$ cat src/rtl/ifetch_sched_pkg.sv
// Shared types for the instruction-fetch scheduler: FSM state encoding,
// the NOP word substituted for faulting fetches, and the fetch-buffer entry.
package ifetch_sched_pkg;

    localparam int XLEN_W = 32;

    // Word pushed in place of real data when translation faults (addi x0,x0,0).
    localparam logic [XLEN_W-1:0] INSTR_NOP = 32'h0000_0013;

    typedef enum logic [2:0] {
        ST_IDLE   = 3'd0,
        ST_XLATE  = 3'd1,
        ST_ACCESS = 3'd2,
        ST_KILL   = 3'd3,
        ST_HALT   = 3'd4
    } fetch_state_t;

    typedef struct packed {
        logic [XLEN_W-1:0] data;
        logic [XLEN_W-1:0] pc;
        logic              fault;
    } fetch_entry_t;

endpackage

$ cat src/rtl/ifetch_sched.sv
// Credit-based instruction-fetch sequencer between the fetch buffer and the
// MMU / instruction-cache pair. One word in flight at a time; a redirect that
// lands while a cache read is outstanding drains that read and discards it.
// Optional perf counters are built when IFETCH_SCHED_PERF_EN is defined;
// otherwise perf_fetch_o / perf_kill_o are tied to zero.
//
// state  | meaning
// -------+-------------------------------------------------------------
// IDLE   | waiting for a free fetch-buffer credit
// XLATE  | translation request for fetch_pc outstanding
// ACCESS | cache read of paddr_q outstanding, response will be pushed
// KILL   | cache read outstanding for a flushed stream, response dropped
// HALT   | translation faulted, no requests until a redirect
import ifetch_sched_pkg::*;

module ifetch_sched #(
    parameter int              XLEN      = XLEN_W,
    parameter int              BUF_DEPTH = 2,
    parameter logic [XLEN-1:0] RESET_PC  = 32'h8000_0000
) (
    input  logic            clk,
    input  logic            rst_n,
    input  logic            redirect_i,
    input  logic [XLEN-1:0] redirect_pc_i,
    input  logic            pop_i,
    output logic            mmu_req_o,
    output logic [XLEN-1:0] mmu_vaddr_o,
    input  logic            mmu_hit_i,
    input  logic [XLEN-1:0] mmu_paddr_i,
    input  logic            mmu_fault_i,
    output logic            icache_req_o,
    output logic [XLEN-1:0] icache_addr_o,
    input  logic            icache_ack_i,
    input  logic [XLEN-1:0] icache_rdata_i,
    output logic            push_o,
    output logic [XLEN-1:0] push_data_o,
    output logic [XLEN-1:0] push_pc_o,
    output logic            push_fault_o,
    output logic [31:0]     perf_fetch_o,
    output logic [31:0]     perf_kill_o
);

    localparam int OCC_W = $clog2(BUF_DEPTH + 1);

    fetch_state_t     state, state_nxt;
    logic [XLEN-1:0]  fetch_pc, fetch_pc_nxt;
    logic [XLEN-1:0]  paddr_q, paddr_nxt;
    logic [XLEN-1:0]  pend_pc, pend_pc_nxt;
    logic [OCC_W-1:0] occ, occ_nxt, occ_avail;
    logic             push;
    logic             pop_ok;
    logic [XLEN-1:0]  redirect_pc;
    fetch_entry_t     entry;

    // Fetch is always word aligned; the low redirect bits are deliberately ignored.
    logic unused_redirect_bits;
    assign unused_redirect_bits = ^redirect_pc_i[1:0];
    assign redirect_pc = {redirect_pc_i[XLEN-1:2], 2'b00};

    // A pop against an empty buffer is a consumer glitch and is ignored.
    assign pop_ok    = pop_i && (occ != '0);
    assign occ_avail = pop_ok ? occ - OCC_W'(1) : occ;

    // State and datapath registers.
    always_ff @(posedge clk or negedge rst_n) begin
        if (!rst_n) begin
            state    <= ST_IDLE;
            fetch_pc <= RESET_PC;
            paddr_q  <= '0;
            pend_pc  <= '0;
            occ      <= '0;
        end else begin
            state    <= state_nxt;
            fetch_pc <= fetch_pc_nxt;
            paddr_q  <= paddr_nxt;
            pend_pc  <= pend_pc_nxt;
            occ      <= occ_nxt;
        end
    end

    // Next-state logic and per-state request/push outputs.
    always_comb begin
        state_nxt     = state;
        fetch_pc_nxt  = fetch_pc;
        paddr_nxt     = paddr_q;
        pend_pc_nxt   = pend_pc;
        mmu_req_o     = 1'b0;
        mmu_vaddr_o   = '0;
        icache_req_o  = 1'b0;
        icache_addr_o = '0;
        push          = 1'b0;
        entry         = '0;

        unique case (state)
            ST_IDLE: begin
                if (occ_avail < OCC_W'(BUF_DEPTH)) state_nxt = ST_XLATE;
            end
            ST_XLATE: begin
                mmu_req_o   = 1'b1;
                mmu_vaddr_o = fetch_pc;
                if (mmu_hit_i) begin
                    paddr_nxt = mmu_paddr_i;
                    state_nxt = ST_ACCESS;
                end else if (mmu_fault_i) begin
                    push        = 1'b1;
                    entry.data  = INSTR_NOP;
                    entry.pc    = fetch_pc;
                    entry.fault = 1'b1;
                    state_nxt   = ST_HALT;
                end
            end
            ST_ACCESS: begin
                icache_req_o  = 1'b1;
                icache_addr_o = paddr_q;
                if (icache_ack_i) begin
                    push         = 1'b1;
                    entry.data   = icache_rdata_i;
                    entry.pc     = fetch_pc;
                    fetch_pc_nxt = fetch_pc + XLEN'(4);
                    state_nxt    = ST_IDLE;
                end
            end
            ST_KILL: begin
                icache_req_o  = 1'b1;
                icache_addr_o = paddr_q;
                if (icache_ack_i) begin
                    fetch_pc_nxt = pend_pc;
                    state_nxt    = ST_IDLE;
                end
            end
            ST_HALT: begin
                state_nxt = ST_HALT;
            end
            default: state_nxt = ST_IDLE;
        endcase

        // Redirect overrides everything. If the cache read completes in the
        // same cycle there is nothing left to drain, so restart directly
        // instead of parking in KILL waiting for an ack that will not come.
        if (redirect_i) begin
            push  = 1'b0;
            entry = '0;
            if ((state == ST_ACCESS || state == ST_KILL) && !icache_ack_i) begin
                pend_pc_nxt = redirect_pc;
                state_nxt   = ST_KILL;
            end else begin
                fetch_pc_nxt = redirect_pc;
                state_nxt    = ST_IDLE;
            end
        end
    end

    // Buffer occupancy tracking (credit count).
    always_comb begin
        occ_nxt = occ;
        if (redirect_i)           occ_nxt = '0;
        else if (push && !pop_ok) occ_nxt = occ + OCC_W'(1);
        else if (!push && pop_ok) occ_nxt = occ - OCC_W'(1);
    end

    assign push_o       = push;
    assign push_data_o  = entry.data;
    assign push_pc_o    = entry.pc;
    assign push_fault_o = entry.fault;

`ifdef IFETCH_SCHED_PERF_EN
    logic [31:0] fetch_cnt, kill_cnt;
    logic        fetch_ev, kill_ev;

    assign fetch_ev = push && !entry.fault;
    assign kill_ev  = icache_ack_i &&
                      ((state == ST_KILL) || (state == ST_ACCESS && redirect_i));

    // Saturating event counters, cleared only by reset.
    always_ff @(posedge clk or negedge rst_n) begin
        if (!rst_n) begin
            fetch_cnt <= '0;
            kill_cnt  <= '0;
        end else begin
            if (fetch_ev && fetch_cnt != 32'hFFFF_FFFF) fetch_cnt <= fetch_cnt + 32'd1;
            if (kill_ev && kill_cnt != 32'hFFFF_FFFF)   kill_cnt  <= kill_cnt + 32'd1;
        end
    end

    assign perf_fetch_o = fetch_cnt;
    assign perf_kill_o  = kill_cnt;
`else
    assign perf_fetch_o = '0;
    assign perf_kill_o  = '0;
`endif

endmodule

$ cat config.mk
export PLATFORM = sky130hd
export DESIGN_NAME = ifetch_sched
export DESIGN_NICKNAME = d
export VERILOG_FILES = /design/src/rtl/ifetch_sched_pkg.sv /design/src/rtl/ifetch_sched.sv
export SDC_FILE = /design/constraint.sdc
export NUM_CORES = 1
export LEC_CHECK = 0
export ABC_AREA = 1
export BUFFER_PORTS_ARGS = -buffer_cell sky130_fd_sc_hd__buf_2
export CAP_MARGIN = 20
export CORE_MARGIN = 4
export CORE_UTILIZATION = 45
export CTS_CLUSTER_DIAMETER = 120
export CTS_CLUSTER_SIZE = 40
export DETAILED_ROUTE_END_ITERATION = 10
export PLACE_DENSITY = 0.77
export SLEW_MARGIN = 30
export SYNTH_ARGS = -nofsm -noshare
export SYNTH_HDL_FRONTEND = slang
export SYNTH_SLANG_ARGS = --single-unit
$ cat constraint.sdc
create_clock -name clk -period 1.8 [get_ports clk]
set_input_delay 0.09 -clock clk [delete_from_list [all_inputs] [get_ports clk]]
set_output_delay 0.09 -clock clk [all_outputs]
set_load 0.005 [all_outputs]
# Word-level counts from Yosys, hierarchy flattened
# Index checks and enable logic that the tools add are counted.
# W data, S select, Z words.
[word_totals]
reg_bits = 99
input_bits = 103
out_inout_bits = 196
[op_classes]
add_sub_neg = 3
magnitude_cmp = 1
eq_ne = 7
mux = 31
n_reduce_logical = 15
[ops]
columns = ["cell", "count"]
rows = [
  ["$mux W32", 6],
  ["$pmux W64 S2", 1],
  ["$mux W38", 2],
  ["$mux W65", 1],
  ["$mux W64", 1],
  ["$pmux W32 S2", 1],
  ["$add A32 B3 Y32 const B", 1],
  ["$mux W3", 5],
  ["$pmux W3 S4", 1],
  ["$mux W2", 5],
  ["$mux W1", 7],
  ["$eq A3 B2 Y1 const B", 2],
  ["$logic_and A1 B1 Y1", 4],
  ["$ne A4 B4 Y1 const B", 1],
  ["$reduce_and A2 Y1", 2],
  ["$eq A3 B1 Y1 const B", 1],
  ["$eq A3 B3 Y1 const B", 1],
  ["$logic_not A1 Y1", 3],
  ["$logic_not A3 Y1", 1],
  ["$ne A3 B1 Y1 const B", 1],
  ["$ne A3 B3 Y1 const B", 1],
  ["$reduce_and A3 Y1", 1],
  ["$reduce_bool A3 Y1", 1],
  ["$add A2 B1 Y2 const B", 1],
  ["6 further kinds", 6],
]

# Logic depth before layout (Yosys ltp)
# Gate-level depths: netlist (run 1).
[logic_depth]
depth_word = 9
ltp_mapped = 11
mapped_depth_nobuf = 11

# Least setup slack after synthesis (run 1)
# OpenSTA, ideal clock, no wires.
[synth_path]
path_type = "reg2reg"
startpoint = "reg fetch_pc[2]"
endpoint = "reg fetch_pc[26]"
arrival_ns = 1.421
setup_slack_ns = 0.302
stages_incl_launch_ff = 10
n_path_buf = 0
synth_period_minus_slack_ns = 1.498
cell_sequence = "dfrtp_1 ha_1 nand3_1 nor2_4 nand3_2 nor2_4 nand2_1 nand2_1 nand3_1 a21oi_1"
[synth_via]
elab_chain_cells = 5
[synth_lines]
columns = ["element", "line_no", "rtl"]
rows = [
  ["start, declared", "ifetch_sched.sv:46", "logic [XLEN-1:0] fetch_pc, fetch_pc_nxt;"],
  ["start signal, assigned", "ifetch_sched.sv:74", "fetch_pc <= fetch_pc_nxt;"],
  ["$add A32 B3 Y32 *", "ifetch_sched.sv:119", "fetch_pc_nxt = fetch_pc + XLEN'(4);"],
  ["$mux W32 *", "ifetch_sched.sv:115", "if (icache_ack_i) begin"],
  ["$pmux W32 S2 *", "ifetch_sched.sv:94", "unique case (state)"],
  ["$mux W32", "ifetch_sched.sv:143", "if ((state == ST_ACCESS || state == ST_KILL) && !icache_ack_i) begin"],
  ["$mux W32 *", "ifetch_sched.sv:140", "if (redirect_i) begin"],
  ["net fetch_pc_nxt[26]", "ifetch_sched.sv:46", ""],
]
# The timed path passes the listed nets; every way through them passes the cells marked *.
# A chain may end at the register's enable or synchronous reset.

# Final worst setup path (run 1)
[layout_path]
startpoint = "reg state[2]"
endpoint = "out push_pc_o[4]"
[layout_via]
elab_chain_cells = 3
elab_cells_between_ends = 4
cone_classes = "2 x eq/ne; 2 x mux"
[layout_lines]
columns = ["element", "line_no", "rtl"]
rows = [
  ["start, declared", "ifetch_sched.sv:45", "fetch_state_t state, state_nxt;"],
  ["start signal, assigned", "ifetch_sched.sv:73", "state <= state_nxt;"],
  ["$eq A3 B2 Y1 or $eq A3 B1 Y1 (tied branches)", "ifetch_sched.sv:94", ""],
  ["$pmux W64 S2 *", "ifetch_sched.sv:94", ""],
  ["$mux W65 *", "ifetch_sched.sv:140", ""],
  ["end, declared", "ifetch_sched.sv:37", "output logic [XLEN-1:0] push_pc_o,"],
]
# Every way passes the cells marked *; elsewhere a longest branch is shown, timed or not.

==> flow_summary.ini, run 1 <==
[run_status]
status = finished with violations
violations = negative hold slack, negative setup slack

[setup_path]
critical_path.max_fanout = 8
worstSetupPathType = register to output port
critical_path_required_ns = 1.71
reg2reg_to = fetch_pc[6]
cp-endpoint = push_pc_o[4]
startpoint_type = register
crit_start = state[2]
cp-end-kind = output port
reg2reg_depth = 9
reg2reg_slack_ns = 0.10
arrival_ns = 1.85
reg2reg_from = state[2]

[final_layout]
insertedDiodeCount = 0
num-fill-cells = 1306
seq_area_sq_um = 2480
layout-drive-gt1-share_pct = 29.8
multi_input_area_sq_um = 3430
fin_nets = 1344
design_area_sq_um = 9110
area_growth_pct = 37.3

[min_path]
hp-class = primary input to register

[logic_synthesis]
synth-edff-count = 0
synth-async-reset-ratio_pct = 100
netlist_area_sq_um = 6640
synth_top_area_share_pct = 37.0
seq_area_frac_synth_pct = 37.3
synthTopCellsByCount = nor2_1 (219), inv_1 (133), nand2_1 (127)
syn_inst = 950
synth_seq_cells = 99
synthTopCellsByArea = dfrtp_1 (37%), nor2_1 (12%), inv_1 (7.5%)
yosysTopAreaCell = dfrtp_1
syn-mean-instance-area_sq_um = 6.99
yosysWarnings = 0
synth_cell_types = 38
yosysMostFrequentCell = nor2_1
synth_flop_cell = dfrtp_1

[die]
io_pins = 299
num_rows = 44
die-area_sq_um = 16800
die_y_um = 129
fp.coreArea_sq_um = 14500
start_util_pct = 45.8
die_w_um = 129

[cts]
root_buffer = clkbuf_16
cts_buffers = 9
path_clk_slew_ns = 0.08
cts_max_level = 3
clockBufferDepth = 2
cts_tree = done
cts_sinks = 99
worstSkewPairLatency_ns = 0.36

[place]
pre_cts_ws_ns = 0.162
hpwl_um = 15600
routabilityCongestion = 0.933
post_dp_cell_area_sq_um = 7860
io_buffers = 232

[power]
power.density_nw_per_um2 = 1190
power_leakage_nw = 5.04
peakVddDrop_mv = 0.739
finalPower_mw = 10.8

[detailed_routing]
ant_nets = 0
viasPerCell = 5.07
routed.top_layer = met4
drt-met1-wl_um = 8530
first_pass_iters = 5
wl_per_cell_um = 15.9
wl_met2_um = 11500
met3_length_um = 2010
drt-initial-drc-count = 495
drc = 0
wl_um = 22700
vias = 7241

[global_routing]
grt_pass1_vias = 6672
antenna_found_initial = 0
grt_pass1_wl_um = 33600
grt_max_degree = 43
grt-ovfl-total = 0
grt_use_total_pct = 25.4

[run]
max-cap-violations = 0

[sta]
setup_violations = 35
drv_slew = 0
setup_slack_ns = -0.139
rsz0062_at_grt = yes
period_needed_ns = 1.94
finalClockSkew_ns = 0.0109
max_freq_mhz = 516
finalCritPeriodShare_pct = 108
worst_pin_slew_ns = 0.496
whs_ns = -0.00642
hold_viol_final = 1
slew_headroom_pct = 66.7
-- area by class of cell --
class                      instances  area share [%]
clock inverter                     7           0.769
sequential                        99            27.2
multi-input combinational        666            37.7
inverter                         140            5.82
tap                              184            2.53
timing repair buffer             322            23.5
clock buffer                       9            2.47
-- metrics by stage --
stage	TNS (ns)	cells	utilization, %
final	-3.02	1427	62.9
after global routing	-7.45	1427	62.9
after CTS	-0.553	1423	60.6
after detailed placement	0	1352	54.3
after global placement	0	1352	54.3
after floorplan	0	1013	-
-- critical path, cell delays in order (launching register included) --
cell	delay, ns
dfrtp_1	0.43
nor2_4	0.16
nand2_4	0.07
nor2_4	0.11
nand2_4	0.08
nand2_4	0.08
nand2_8	0.11
clkbuf_16	0.22
nor2_1	0.09
buf_2	0.13
-- how the worst min path moves through the flow --
stage / from / to / slack, ns / depth (start not counted)
6_report: mmu_paddr_i[2] / paddr_q[2] / -0.006 / 3
5_1_grt: redirect_pc_i[12] / fetch_pc[12] / 0.01 / 3
4_1_cts: mmu_paddr_i[2] / paddr_q[2] / 0.002 / 3
3_5_place_dp: rst_n / pend_pc[22] / 0.08 / 1
3_3_place_gp: rst_n / pend_pc[20] / 0.07 / 1
2_1_floorplan: rst_n / fetch_pc[0] / -0.21 / 0
-- cells in the final DEF (no fill, tap or decap), types with 8 or more instances in the layout --
master and count:
mux2_2 16, conb_1 64, dfrtp_1 97, a22oi_1 14, nor2_1 183, a221oi_1 9, a31oi_1 13, nand4_1 8
clkbuf_16 12, a21oi_1 52, xor2_1 8, buf_4 28, buf_2 230, nor2_4 34, dlygate4sd3_1 49, o21ai_0 52
nand3_1 46, nand2_1 124, inv_1 132, nor2_2 9
-- layer usage --
layer / vias to the layer above / track usage [%]
li1: 3448 / -
met1: 3377 / 31.5
met2: 363 / 44.4
met3: 53 / 5.19
met4: 0 / 8.44
met5: - / 0
-- cells by family (layout without fill, tap and decap cells) --
logic type | Yosys count | count (layout) | share of synthesized area (%)
other | 1 | 64 | 0.0565
muxes | 16 | 16 | 2.71
xor gates and xnor gates | 8 | 8 | 1.06
and+or+nand+nor | 423 | 423 | 26.6
DFF | 99 | 99 | 37.3
buffers and inverters | 248 | 478 | 18.5
adders and majority gates | 3 | 3 | 0.566
AOI/OAI and AO/OA | 152 | 152 | 13.2
-- state kept, by name, summed over array words and instances, names as in the netlist --
name      flops
fetch_pc     32
occ           2
paddr_q      32
pend_pc      30
state         3
-- report_power, final --
group / internal, mW / total, mW / leakage (nW) / switching (mW)
clock: 0.978 / 1.95 / 0.142 / 0.969
combinational: 2.05 / 5.13 / 3.75 / 3.08
sequential: 3.15 / 3.77 / 1.15 / 0.620
total: 6.18 / 10.8 / 5.04 / 4.67
-- timing repair --
item,CTS,global route
hold buffers,49,0
hold endpoints to repair,81,0
endpoints found under the setup margin,40,117
gates cloned,1,3
gates resized for setup,20,68
setup buffers,5,1
pin swaps,3,2
Power figures use the tool's default switching activity.
==> run 2, diff against run 1 <==
--- a/config.mk
+++ b/config.mk
@@ -8,12 +8,14 @@
 export ABC_AREA = 1
 export BUFFER_PORTS_ARGS = -buffer_cell sky130_fd_sc_hd__buf_2
 export CAP_MARGIN = 20
+export CELL_PAD_IN_SITES_DETAIL_PLACEMENT = 0
+export CELL_PAD_IN_SITES_GLOBAL_PLACEMENT = 1
 export CORE_MARGIN = 4
-export CORE_UTILIZATION = 45
+export CORE_UTILIZATION = 33
 export CTS_CLUSTER_DIAMETER = 120
 export CTS_CLUSTER_SIZE = 40
 export DETAILED_ROUTE_END_ITERATION = 10
-export PLACE_DENSITY = 0.77
+export PLACE_DENSITY = 0.82
 export SLEW_MARGIN = 30
 export SYNTH_ARGS = -nofsm -noshare
 export SYNTH_HDL_FRONTEND = slang
==> flow_summary.ini, run 2 (same netlist as run 1, synthesis figures left out) <==
[power]
finalPower_mw = 11.1
peakVddDrop_mv = 0.558
power.density_nw_per_um2 = 1160
power_leakage_nw = 5.12

[detailed_routing]
first_pass_iters = 5
drt-initial-drc-count = 394
met3_length_um = 1630
routed.top_layer = met5
drc = 0
wl_um = 23100
drt-met1-wl_um = 9820
wl_per_cell_um = 15.2
vias = 7073
viasPerCell = 4.65
ant_nets = 0
wl_met2_um = 11200

[die]
die_w_um = 150
die-area_sq_um = 22400
start_util_pct = 33.9
die_y_um = 150
fp.coreArea_sq_um = 19600
io_pins = 299
num_rows = 51

[setup_path]
cp-end-kind = output port
critical_path_required_ns = 1.71
critical_path.max_fanout = 7
arrival_ns = 1.85
worstSetupPathType = register to output port
startpoint_type = register

[place]
pre_cts_ws_ns = 0.101
place_inst = 1436
post_dp_cell_area_sq_um = 7980
hpwl_um = 16300
routabilityCongestion = 0.848
io_buffers = 232

[cts]
path_clk_slew_ns = 0.07
clockBufferDepth = 2
cts_buffers = 9
cts_sinks = 99
cts_tree = done
cts_max_level = 3
worstSkewPairLatency_ns = 0.36
root_buffer = clkbuf_16

[min_path]
hp-class = primary input to register

[final_layout]
finalCoreUtilization_pct = 49.0
reg_top3 = fetch_pc: 32 flops, paddr_q: 32 flops, pend_pc: 30 flops
seq_area_sq_um = 2480
fin_nets = 1356
design_area_sq_um = 9590
final_common_cell = buf_2
final_cell_mix = buf_2 (229), nor2_1 (157), inv_1 (131)
num-fill-cells = 1990
layout-drive-gt1-share_pct = 32.9
area_growth_pct = 44.5
multi_input_area_sq_um = 3610
final_cells = 1521

[run]
max-cap-violations = 0

[sta]
worst_pin_slew_ns = 0.518
drv_slew = 0
setup_violations = 64
finalCritPeriodShare_pct = 108
setup_slack_ns = -0.144
fin_setup_tns_ns = -5.34
hold_viol_final = 0
max_freq_mhz = 514
rsz0062_at_grt = yes
finalClockSkew_ns = 0.00785
slew_headroom_pct = 65.4
whs_ns = 0.0120
period_needed_ns = 1.94

[run_status]
violations = negative setup slack
status = finished with violations

[global_routing]
grt_use_total_pct = 19.7
grt_pass1_vias = 6843
grt_max_degree = 44
grt_pass1_wl_um = 35400
grt-ovfl-total = 0
antenna_found_initial = 1
run 2: cell types whose count changed in the layout (fill, tap and decap cells not counted), moves of 2 or more:
cell	change
buf_6	+3
a221oi_1	-2
a221oi_2	+2
nor2_2	+10
clkinv_2	+2
buf_16	+3
inv_6	-2
clkinvlp_4	+3
bufinv_16	+2
buf_4	+6
nor2_4	+16
nor2_1	-26
run 2: per-layer routing:
metal	up-vias	track usage, %
met5	-	0
met4	2	4.35
met3	28	4.06
met2	239	33.4
met1	3325	25.9
li1	3479	-
run 2: worst max-delay path: stages (launching register included):
cell       delay, ns
dfrtp_1         0.43
nor2_4          0.15
nand2_4         0.07
nor2_4          0.12
nand2_4         0.10
nand2_4         0.10
nand2_8         0.12
clkbuf_16       0.22
nor2_1          0.07
buf_2           0.11
run 2: final cells by class:
class | count | area share [%]
antenna | 1 | 0.0261
clock buffer | 9 | 2.35
clock inverter | 7 | 0.965
inverter | 140 | 5.60
multi-input combinational | 666 | 37.6
sequential | 99 | 25.9
tap | 265 | 3.46
timing repair buffer | 334 | 24.1
run 2: repair_timing:
action                                 CTS  global route
gates cloned                             4             3
resized for setup                       52            95
setup endpoints to repair               64           116
pin swaps                                4             4
buffers inserted                        10             1
endpoints found under the hold margin   88             0
hold buffers                            50             0
run 2: worst paths after layout:
| path | from | end | slack [ns] | cells after the start |
|---|---|---|---|---|
| max | state[2] | push_data_o[1] | -0.14 | 9 |
| min | redirect_pc_i[4] | fetch_pc[4] | 0.01 | 3 |
| max reg2reg | state[2] | pend_pc[10] | 0.05 | 9 |
| min reg2reg | pend_pc[4] | pend_pc[4] | 0.49 | 2 |
| max in group asynchronous | rst_n | fetch_pc[31] | 0.94 | 3 |
| min in group asynchronous | rst_n | pend_pc[16] | 0.25 | 2 |
run 2: power by group:
part	switching, mW	internal (mW)
Sequential	0.589	3.16
Combinational	3.11	2.14
Clock	0.915	1.21
Total	4.62	6.51
==> run 3, diff against run 2 <==
--- a/config.mk
+++ b/config.mk
@@ -15,6 +15,7 @@
 export CTS_CLUSTER_DIAMETER = 120
 export CTS_CLUSTER_SIZE = 40
 export DETAILED_ROUTE_END_ITERATION = 10
+export HOLD_SLACK_MARGIN = 0.12
 export PLACE_DENSITY = 0.82
 export SLEW_MARGIN = 30
 export SYNTH_ARGS = -nofsm -noshare
==> flow_summary.ini, run 3 (same netlist as run 1, synthesis figures left out) <==
[final_layout]
final_cells = 1535
num-fill-cells = 1979
seq_area_sq_um = 2480
layout-drive-gt1-share_pct = 32.5
design_area_sq_um = 9730
multi_input_area_sq_um = 3600
fin_nets = 1370
finalCoreUtilization_pct = 49.7
reg_top3 = fetch_pc: 32 flops, paddr_q: 32 flops, pend_pc: 30 flops
final_common_cell = buf_2
area_growth_pct = 46.6
final_cell_mix = buf_2 (229), nor2_1 (157), inv_1 (131)

[power]
p_clk_share_pct = 19.1
peakVddDrop_mv = 0.556
p_seq_share_pct = 33.6
switching_share_pct = 41.4
power.density_nw_per_um2 = 1150
finalPower_mw = 11.1
power_leakage_nw = 5.18
power_switching_mw = 4.61
comb_power_share_pct = 47.3
internal-power_mw = 6.53

[cts]
cts_tree = done
root_buffer = clkbuf_16
cts_buffers = 9
cts_sinks = 99
path_clk_slew_ns = 0.07
worstSkewPairLatency_ns = 0.36
clockBufferDepth = 2
cts_max_level = 3

[global_routing]
grt_pass1_wl_um = 35700
grt_use_total_pct = 19.8
grt_max_degree = 44
grt_pass1_vias = 6926
antenna_found_initial = 1
grt-ovfl-total = 0

[sta]
finalClockSkew_ns = 0.00682
setup_violations = 64
slew_headroom_pct = 64.9
rsz0062_at_grt = yes
setup_slack_ns = -0.157
worst_pin_slew_ns = 0.527
max_freq_mhz = 511
hold_viol_final = 0
drv_slew = 0
period_needed_ns = 1.96
finalCritPeriodShare_pct = 109

[run]
max-cap-violations = 0

[setup_path]
critical_path_required_ns = 1.71
worstSetupPathType = register to output port
cp-end-kind = output port
arrival_ns = 1.87
critical_path.max_fanout = 7
startpoint_type = register

[place]
hpwl_um = 16300
io_buffers = 232
post_dp_cell_area_sq_um = 7980
routabilityCongestion = 0.848
place_inst = 1436
pre_cts_ws_ns = 0.101

[detailed_routing]
ant_nets = 0
wl_um = 23100
drc = 0
first_pass_iters = 5
drt-initial-drc-count = 369
vias = 7090
viasPerCell = 4.62
wl_per_cell_um = 15.0

[run_status]
violations = negative setup slack
status = finished with violations

[die]
die-area_sq_um = 22400
die_y_um = 150
die_w_um = 150
start_util_pct = 33.9
io_pins = 299
num_rows = 51
fp.coreArea_sq_um = 19600

[min_path]
hp-class = primary input to register
run 3: worst max-delay path, cell delays in order, from the launching register on:
cell	delay (ns)
dfrtp_1	0.43
nor2_4	0.15
nand2_4	0.07
nor2_4	0.12
nand2_4	0.10
nand2_4	0.10
nand2_8	0.12
buf_12	0.20
nor2_1	0.10
buf_2	0.12
run 3: final timing paths:
kind	startpoint	to	slack, ns	cells past startpoint
max	state[2]	push_pc_o[14]	-0.16	9
min	pop_i	occ[0]	0.20	5
max reg2reg	state[2]	pend_pc[10]	0.05	9
min reg2reg	pend_pc[4]	pend_pc[4]	0.49	2
max in group asynchronous	rst_n	fetch_pc[31]	0.95	3
min in group asynchronous	rst_n	pend_pc[16]	0.24	2
run 3: area by class of cell:
| cell class | count | share of cell area, % |
|---|---|---|
| clock inverter | 7 | 0.952 |
| clock buffer | 9 | 2.32 |
| multi-input combinational | 666 | 37.0 |
| sequential | 99 | 25.5 |
| timing repair buffer | 348 | 25.2 |
| tap | 265 | 3.41 |
| inverter | 140 | 5.52 |
| antenna | 1 | 0.0257 |
run 3: metrics by stage:
step	hold WS, ns	setup TNS (ns)
floorplan	-0.206	0
global placement	0.0901	0
detailed placement	0.0896	0
CTS	0.184	-3.46
global route	0.230	-11.81
finish	0.202	-5.35
run 3: routing by layer:
layer	share of wire [%]	global-route usage, %	wire [um]
met5	0.056	0	13
met4	1.7	4.35	382
met3	6.6	3.97	1510
met2	48	33.8	11200
met1	43	26.1	9990
run 3: power by group through the flow:
stage	Clock, mW	Combinational [mW]	Sequential, mW
2_1_floorplan	0	3.04	3.62
3_3_place_gp	0	4.53	3.75
3_5_place_dp	0	4.59	3.77
4_1_cts	2.18	5.02	3.74
5_1_grt	2.24	5.95	3.87
6_report	2.12	5.28	3.74
run 3: timing repair:
action / CTS / global route
endpoints found under the setup margin: 64 / 116
resized for setup: 52 / 94
hold endpoints to repair: 192 / 0
gates cloned: 4 / 3
setup buffers: 10 / 1
pin swaps: 4 / 4
hold buffers: 64 / 0
